==> config.mk <==
export PLATFORM = sky130hd
export DESIGN_NAME = mac_sequencer
export DESIGN_NICKNAME = d
export VERILOG_FILES = /design/src/rtl/mac_seq_pkg.sv /design/src/rtl/mac_sat_acc.sv /design/src/rtl/mac_sequencer.sv
export SDC_FILE = /design/constraint.sdc
export NUM_CORES = 1
export LEC_CHECK = 0
export ABC_AREA = 1
export BUFFER_PORTS_ARGS = -buffer_cell sky130_fd_sc_hd__buf_2
export CAP_MARGIN = 15
export CORE_MARGIN = 8
export CORE_UTILIZATION = 45
export DETAILED_ROUTE_END_ITERATION = 8
export GPL_TIMING_DRIVEN = 1
export SYNTH_ARGS = -nofsm -noshare
export SYNTH_HDL_FRONTEND = slang
export SYNTH_SLANG_ARGS = --single-unit
==> constraint.sdc <==
create_clock -name clk -period 7.3 [get_ports clk]
set_clock_uncertainty 0.1 [all_clocks]
set_input_delay 1.095 -clock clk [delete_from_list [all_inputs] [get_ports clk]]
set_output_delay 1.095 -clock clk [all_outputs]
set_load 0.01 [all_outputs]
==> src/rtl/mac_seq_pkg.sv <==
// Shared types and constants for the MAC sequencer: state encoding,
// default widths, header size limit and saturation bounds.
package mac_seq_pkg;

  localparam int DEF_ADDR_WIDTH = 12;
  localparam int DEF_DATA_WIDTH = 16;
  localparam int ACC_WIDTH      = 40;

  // Largest M*N accepted; weights occupy addresses 1..M*N in a 4K SRAM.
  localparam logic [15:0] HDR_LIMIT = 16'd4094;

  localparam logic signed [15:0] SAT_MAX = 16'sh7FFF;
  localparam logic signed [15:0] SAT_MIN = 16'sh8000;

  typedef enum logic [2:0] {
    IDLE,
    HDR_REQ,
    HDR_WAIT,
    MAC,
    DRAIN,
    WRITE,
    DONE
  } state_e;

endpackage

==> src/rtl/mac_sat_acc.sv <==
// Signed multiply-accumulate datapath: full-width product, 40-bit
// accumulator with clear/enable, and a saturating output.
module mac_sat_acc
  import mac_seq_pkg::*;
#(
  parameter int DATA_WIDTH = DEF_DATA_WIDTH
) (
  input  logic                  clk,
  input  logic                  reset_b,
  input  logic                  clr,
  input  logic                  en,
  input  logic [DATA_WIDTH-1:0] a,
  input  logic [DATA_WIDTH-1:0] b,
  output logic [DATA_WIDTH-1:0] sat
);

  localparam int PW = 2 * DATA_WIDTH;

  logic signed [PW-1:0]        prod;
  logic signed [ACC_WIDTH-1:0] acc_d;
  logic signed [ACC_WIDTH-1:0] acc_q;

  always_comb begin
    prod = $signed({{DATA_WIDTH{a[DATA_WIDTH-1]}}, a})
         * $signed({{DATA_WIDTH{b[DATA_WIDTH-1]}}, b});

    acc_d = acc_q;
    if (clr) begin
      acc_d = '0;
    end
    if (en) begin
      acc_d = acc_d + ACC_WIDTH'(prod);
    end

    if (acc_q > ACC_WIDTH'(SAT_MAX)) begin
      sat = DATA_WIDTH'(SAT_MAX);
    end else if (acc_q < ACC_WIDTH'(SAT_MIN)) begin
      sat = DATA_WIDTH'(SAT_MIN);
    end else begin
      sat = acc_q[DATA_WIDTH-1:0];
    end
  end

  always_ff @(posedge clk or negedge reset_b) begin
    if (!reset_b) begin
      acc_q <= '0;
    end else begin
      acc_q <= acc_d;
    end
  end

endmodule

==> src/rtl/mac_sequencer.sv <==
// Matrix-vector sequencer: reads an N/M header, streams input and weight
// SRAMs through a MAC and writes one saturated result per output row.
module mac_sequencer
  import mac_seq_pkg::*;
#(
  parameter int ADDR_WIDTH = DEF_ADDR_WIDTH,
  parameter int DATA_WIDTH = DEF_DATA_WIDTH
) (
  input  logic                  clk,
  input  logic                  reset_b,
  input  logic                  dut_run,
  output logic                  dut_busy,
  output logic [ADDR_WIDTH-1:0] dut_sram_read_address,
  input  logic [DATA_WIDTH-1:0] sram_dut_read_data,
  output logic [ADDR_WIDTH-1:0] dut_wmem_read_address,
  input  logic [DATA_WIDTH-1:0] wmem_dut_read_data,
  output logic                  dut_sram_write_enable,
  output logic [ADDR_WIDTH-1:0] dut_sram_write_address,
  output logic [DATA_WIDTH-1:0] dut_sram_write_data
);

  state_e                state_d, state_q;
  logic [7:0]            n_d, n_q;
  logic [7:0]            m_d, m_q;
  logic [7:0]            col_d, col_q;
  logic [7:0]            row_d, row_q;
  logic [ADDR_WIDTH-1:0] wbase_d, wbase_q;
  logic                  pv_d, pv_q;

  logic                  acc_clr;
  logic [DATA_WIDTH-1:0] sat_out;
  logic [15:0]           hdr_size;

  mac_sat_acc #(
    .DATA_WIDTH(DATA_WIDTH)
  ) u_acc (
    .clk    (clk),
    .reset_b(reset_b),
    .clr    (acc_clr),
    .en     (pv_q),
    .a      (sram_dut_read_data),
    .b      (wmem_dut_read_data),
    .sat    (sat_out)
  );

  always_comb begin
    state_d  = state_q;
    n_d      = n_q;
    m_d      = m_q;
    col_d    = col_q;
    row_d    = row_q;
    wbase_d  = wbase_q;
    pv_d     = 1'b0;
    acc_clr  = 1'b0;
    hdr_size = '0;

    dut_busy               = 1'b1;
    dut_sram_read_address  = '0;
    dut_wmem_read_address  = '0;
    dut_sram_write_enable  = 1'b0;
    dut_sram_write_address = '0;
    dut_sram_write_data    = '0;

    unique case (state_q)
      IDLE: begin
        dut_busy = 1'b0;
        if (dut_run) begin
          state_d = HDR_REQ;
        end
      end
      HDR_REQ: begin
        state_d = HDR_WAIT;
      end
      HDR_WAIT: begin
        n_d      = sram_dut_read_data[7:0];
        m_d      = wmem_dut_read_data[7:0];
        col_d    = '0;
        row_d    = '0;
        wbase_d  = '0;
        hdr_size = {8'd0, n_d} * {8'd0, m_d};
        if (n_d == '0 || m_d == '0 || hdr_size > HDR_LIMIT) begin
          state_d = DONE;
        end else begin
          state_d = MAC;
        end
      end
      MAC: begin
        // wbase_q tracks r*N so no multiplier is needed on the address path.
        dut_sram_read_address = ADDR_WIDTH'(1) + ADDR_WIDTH'(col_q);
        dut_wmem_read_address = ADDR_WIDTH'(1) + wbase_q + ADDR_WIDTH'(col_q);
        pv_d    = 1'b1;
        acc_clr = (col_q == '0);
        if (col_q == n_q - 8'd1) begin
          col_d   = '0;
          state_d = DRAIN;
        end else begin
          col_d = col_q + 8'd1;
        end
      end
      DRAIN: begin
        state_d = WRITE;
      end
      WRITE: begin
        dut_sram_write_enable  = 1'b1;
        dut_sram_write_address = ADDR_WIDTH'(row_q);
        dut_sram_write_data    = sat_out;
        if (row_q == m_q - 8'd1) begin
          state_d = DONE;
        end else begin
          row_d   = row_q + 8'd1;
          wbase_d = wbase_q + ADDR_WIDTH'(n_q);
          state_d = MAC;
        end
      end
      DONE: begin
        dut_busy = 1'b0;
        if (!dut_run) begin
          state_d = IDLE;
        end
      end
      default: begin
        state_d = IDLE;
      end
    endcase
  end

  always_ff @(posedge clk or negedge reset_b) begin
    if (!reset_b) begin
      state_q <= IDLE;
      n_q     <= '0;
      m_q     <= '0;
      col_q   <= '0;
      row_q   <= '0;
      wbase_q <= '0;
      pv_q    <= 1'b0;
    end else begin
      state_q <= state_d;
      n_q     <= n_d;
      m_q     <= m_d;
      col_q   <= col_d;
      row_q   <= row_d;
      wbase_q <= wbase_d;
      pv_q    <= pv_d;
    end
  end

endmodule

Yosys cells after proc, flatten, opt, wreduce, memory -nomap -nowiden
Cells that the tools add are included.
- flip-flop bits (word level): 88
- latch bits: 0
- bits in writable memories: 0
- memory bits (read-only): 0
- bits of input ports: 35
- output and inout port bits: 54
- logic and storage cells: 69
- memories: 0
- add/subtract/negate cells: 9
- multipliers: 2
- divide/modulo/power cells: 0
- order comparisons: 3
- eq/ne operators: 12
- shifts and indexed selects: 0
- multiplexer cells: 24
- bitwise operators: 0
- reductions and logical operators: 11
- operators with widths (kind ; number):
    40-bit two-way mux ; 2
    16-bit two-way mux ; 3
    40-bit by 32-bit adder with 40-bit output ; 1
    40-bit by 16-bit > comparator with 1-bit output, second input constant ; 1
    40-bit by 16-bit < comparator with 1-bit output, second input constant ; 1
    16-bit by 16-bit multiplier with 32-bit output ; 1
    8-bit case mux with 2 select lines ; 2
    12-bit by 8-bit adder with 12-bit output ; 2
    8-bit logical NOT ; 3
    12-bit two-way mux ; 2
    8-bit two-way mux ; 3
    12-bit case mux with 2 select lines ; 1
    3-bit case mux with 7 select lines ; 1
    8-bit by 1-bit adder with 8-bit output, second input constant ; 2
    8-bit == test ; 2
    16-bit by 12-bit > comparator with 1-bit output, second input constant ; 1
    8-bit by 8-bit multiplier with 16-bit output ; 1
    8-bit by 1-bit subtractor with 8-bit output, second input constant ; 2
    3-bit two-way mux ; 5
    1-bit by 12-bit adder with 12-bit output, first input constant ; 1
    1-bit by 8-bit adder with 9-bit output, first input constant ; 1
    3-bit == test, second input constant ; 3
    9-bit two-way mux ; 1
    2-bit inequality test, second input constant ; 4
    9 further kinds ; 15

Depth between registers and ports, before layout
- depth in word-level cells: 5
- depth in mapped cells: 32
- mapped depth without buffers: 31

Modules after synthesis
Synthesis repeated with hierarchy kept, for this count alone.
- cell total of the unflattened synthesis: 3061
- area total of the unflattened synthesis: 22026.1 um^2
- modules (own cells, without submodules) (module ; instances ; cells an instance ; area an instance (um^2) ; seq. area each (um^2)):
    mac_sat_acc ; 1 ; 2115 ; 15751.4 ; 1001.0
    mac_sequencer ; 1 ; 946 ; 6274.8 ; 1201.2

Least setup slack after synthesis
OpenSTA, ideal clock, no wires.
- kind: input to register
- start point: input wmem_dut_read_data[5]
- end point: register u_acc.acc_q[39]
- setup time: 0.118 ns
- arrival time: 6.982 ns
- required time: 7.082 ns
- slack: 0.100 ns
- stages on the path: 24
- path buffers: 2
- path through: clkbuf_1 -> clkbuf_1 -> nand2_1 -> fa_1 -> inv_1 -> fa_1 -> inv_1 -> fa_1 -> fa_1 -> inv_1 -> fa_1 -> inv_1 -> fa_1 -> inv_1 -> ha_1 -> nand2_1 -> nor2_1 -> inv_1 -> nor4_1 -> nand3_1 -> nand3_1 -> nand2b_1 -> nand3_1 -> nand2_1
- word-level cells in the longest chain between the ends: 3
- ends and longest elaborated chain (what ; line ; source):
    from (decl) ; mac_sequencer.sv:16 ; input logic [DATA_WIDTH-1:0] wmem_dut_read_data,
    16-bit by 16-bit multiplier with 32-bit output ; mac_sat_acc.sv:25 ; * $signed({{DATA_WIDTH{b[DATA_WIDTH-1]}}, b});
    40-bit by 32-bit adder with 40-bit output ; mac_sat_acc.sv:32 ; acc_d = acc_d + ACC_WIDTH'(prod);
    40-bit two-way mux ; mac_sat_acc.sv:31 ; if (en) begin
    via u_acc.acc_d[39] ; mac_sat_acc.sv:20 ; logic signed [ACC_WIDTH-1:0] acc_d;
    to (signal assigned) ; mac_sat_acc.sv:46 ; acc_q <= '0;
    to (signal assigned) ; mac_sat_acc.sv:48 ; acc_q <= acc_d;
    to (decl) ; mac_sat_acc.sv:21 ; logic signed [ACC_WIDTH-1:0] acc_q;
The timed path passes the listed nets, and every way through them passes these cells.
A chain may end at the register's enable or synchronous reset.

Worst setup path after layout
- start point: input wmem_dut_read_data[7]
- end point: register u_acc.acc_q[27]
Same word-level chain as after synthesis.

==> summary.txt <==
Outcome
  – Run status: completed

Floorplanning
  – Die area: 53100 sq um
  – Num ports: between 80 and 90
  – # rows: 78
  – Core Region: between 40000 and 50000 sq um
  – Die Y: 230 um
  – Initial Utilization: a little under half
  – Die W: between 200 and 250 um

Drt
  – Iter 0 DRT Violations: 899
  – DR vias/cell: around 5
  – Final wirelength: between 50000 and 60000 um
  – # DRC: 0
  – Drt pass-1 iters: 5
  – Routed wire per std cell: between 15 and 20 um
  – Remaining antenna violation count: 0
  – Vias: between 15000 and 20000

Setup path
  – CP Launch Point: wmem_dut_read_data[7]
  – R2r startpoint: col_q[0]
  – CP Max Fanout: 11
  – Slowest CP cell: fa_1
  – Crit-path cells: buf_2 -> nand2_1 -> fa_1 -> inv_1 -> fa_1 -> fa_1 -> fa_1 -> fa_1 -> inv_1 -> fa_1 -> inv_1 -> ha_1 -> a21oi_1 -> o21ai_0 -> a21oi_1 -> nand3_1 -> or2_2 -> nand3_1 -> o21ai_0
  – Crit path buf inv count: 4
  – Worst Path Required: approximately 7.4 ns
  – Data arrival time at the worst-slack endpoint: 7.00 ns
  – Max stage delay on crit path: about 0.65 ns
  – Cell family with most CP delay: adder cells
  – Most frequent CP cell: fa_1
  – Crit path depth: 19
  – Worst Setup Start Kind: primary input
  – Worst R2R Path Depth: 25
  – Crit Path Class: in -> reg
  – Crit path capture type: flop

Hold path
  – Worst hold path class: reg -> reg
  – Hold Path Stages: 2
  – Hold Startpoint: m_q[7]

Global route
  – All-Layer GR Usage: 22.5%
  – Largest net degree at the start of global routing: between 60 and 70
  – Antenna violations before repair: 0
  – First-pass GRT wire length: roughly 96000 um
  – Grt total ovfl: 0
  – Vias in the first global route: 18300

Synthesis
  – Synth area leaders: fa_1 (36%), inv_1 (13%), dfrtp_1 (11%)
  – Post-synthesis mux area share: 0%
  – Adder-cell share of the synthesized area: about 46%
  – Simple logic cell fraction of the synthesized area: 18.5%
  – Compound-Gate Fraction of Synth Area: 6.68%
  – Synth Warn #: 0
  – Xor-xnor portion of the synthesized cell area: about 2.8%
  – Dominant cell type by area after synthesis: fa_1
  – Post-synth EDFFs: 0
  – Async set-reset flop share out of synthesis: 100%
  – Post-synthesis register bit count: 88
  – Sequential cell area fraction in the yosys report: between 10% and 20%
  – Mapped cell area: between 20000 and 25000 sq um
  – Mean area per synthesized cell: ~7.7 sq um
  – Unique cell type count in the Yosys netlist: 53
  – Main combinational cell family by area after synthesis: adder cells
  – Cells after Synth: 2687
  – Top-count cell post-synth: inv_1
  – Top FF cell, synth: dfrtp_1
  – Synth top cells by count: inv_1 (731), nand2_1 (564), fa_1 (368), nor2_1 (190), ha_1 (172)
  – Share of the synthesized area in the top cell type: between 30% and 40%

Layout
  – Multi-input gate area: 15300 sq um
  – Fin cells: roughly 3400
  – Syn-to-layout area delta: 7.09%
  – Final Net Count: approximately 3300
  – Reg area: ~2200 sq um
  – Layout cells sized above 1: just under 7%
  – Fillers: around 4600
  – Final Instance Area: around 22000 sq um
  – Final Util: 48.8%

Clock network
  – Max Buffers Root-to-Sink: 2
  – Skew-Pair Late Insertion Delay: roughly 0.36 ns
  – TritonCTS clock tree: yes
  – # Post-CTS Setup Buffers: 0
  – TritonCTS Buffers: 9
  – H-tree depth: 3
  – Sink Count: just under 90
  – Clk pin slew, worst setup/hold paths: about 0.07 ns
  – Root cell of the clock tree: clkbuf_16

Placed design
  – Dpl hpwl: 49900 um
  – Buffers on Ports: between 80 and 90
  – Placed insts: about 3300
  – GP Congestion: just over 0.9
  – Placed cell areas: roughly 22000 sq um

Timing
  – Period minus WS final: 6.87 ns
  – Unrepaired setup endpoints after global routing: no
  – Worst slew margin: between 30% and 40%
  – Final setup TNS: 0 ns
  – Final Hold Viols: 0
  – Finish-stage setup viols: 0
  – Period utilization: a little over nine tenths
  – Final Max Slew Viols: 0
  – Worst Tran Pin Value: slightly above 0.9 ns
  – Max Clock Freq: roughly 0.15 GHz

Job
  – Max-Cap Viols: 0
## per-layer routing
layer  track usage, %  vias to the layer above  part of all wire [%]
met1             28.4                     8296                    42
met4             5.80                        0                   2.6
met2             40.9                      342                    51
met5                0                        -                     0
met3             2.06                       60                   3.7
li1                 -                     8035                     -
## stage by stage
step	worst slack, ns	hold WS (ns)
4_1_cts	0.390	0.424
3_5_place_dp	0.0349	0.405
3_3_place_gp	0.147	0.398
6_report	0.428	0.420
2_1_floorplan	0.100	0.373
5_1_grt	0.0551	0.462
## flip-flops by register name, summed over array words and instances (netlist names)
register and cells:
u_acc.acc_q 40, wbase_q 12, col_q 8, m_q 8
n_q 8, row_q 8, state_q 3, pv_q 1
## cells by family (layout without fill, tap and decap cells)
logic type	Yosys count	in the layout
AO/OA/AOI/OAI	237	237
flip-flops	88	88
AND/OR/NAND/NOR	924	924
XOR/XNOR	65	65
buffers and inverters	832	889
adder cells (fa/ha/maj)	540	540
other	1	8
## worst register-to-register path: stages (launching register included)
cell	delay, ns
dfrtp_1	0.44
inv_1	0.12
ha_1	0.21
nand3_1	0.09
nor2_1	0.06
nand2_2	0.11
clkinv_1	0.42
buf_4	0.37
nor2_1	0.34
ha_1	0.33
fa_1	0.55
fa_1	0.44
fa_1	0.49
inv_1	0.06
fa_1	0.53
inv_1	0.04
ha_1	0.36
a21oi_1	0.25
o21ai_0	0.18
a21oi_1	0.21
o21ai_0	0.21
nand2_1	0.11
nand3_1	0.12
or2_2	0.29
nand3_1	0.07
nand2_1	0.05
## final cells by class
cell class	count	share of cell area, %
inverters	739	12.5
diodes	1	0.0113
flip-flops and latches	88	9.95
clock buffers	13	1.18
repair buffers	134	3.64
clock inverters	3	0.113
multi-input cells	1773	69.2
well taps	600	3.39
## final timing paths
kind / end / slack, ns
max: u_acc.acc_q[27] / 0.43
min: m_q[7] / 0.42
max reg2reg: u_acc.acc_q[36] / 0.66
min reg2reg: m_q[7] / 0.42
max in group asynchronous: u_acc.acc_q[31] / 5.32
min in group asynchronous: col_q[4] / 0.54
## repair_timing
item                       in CTS  in global routing
hold buffers                    0                  0
resized for setup               0                  2
setup endpoints to repair       0                  1
## cell usage in the layout (no fill, tap or decap), types with 3 or more instances in the layout
cell type  count
inv_1        731
nand2_1      564
fa_1         365
nor2_1       190
ha_1         172
dfrtp_1       88
nand3_1       86
a21oi_1       86
o21ai_0       85
buf_2         80
buf_4         53
xor2_1        35
xnor2_1       30
nand4_1       25
nor3_1        18
nor4_1        12
a31oi_1       11
o21ai_2       10
o21bai_1       9
clkbuf_16      9
conb_1         7
or2_2          6
a21o_1         6
o21ai_1        6
inv_2          5
a21oi_2        5
o221ai_1       4
nand3b_1       4
or2_1          4
clkinv_1       3
a21boi_0       3
fa_2           3
Power is not shown: default switching activity piles up to over one toggle a cycle in this logic, so the estimate is an artifact.
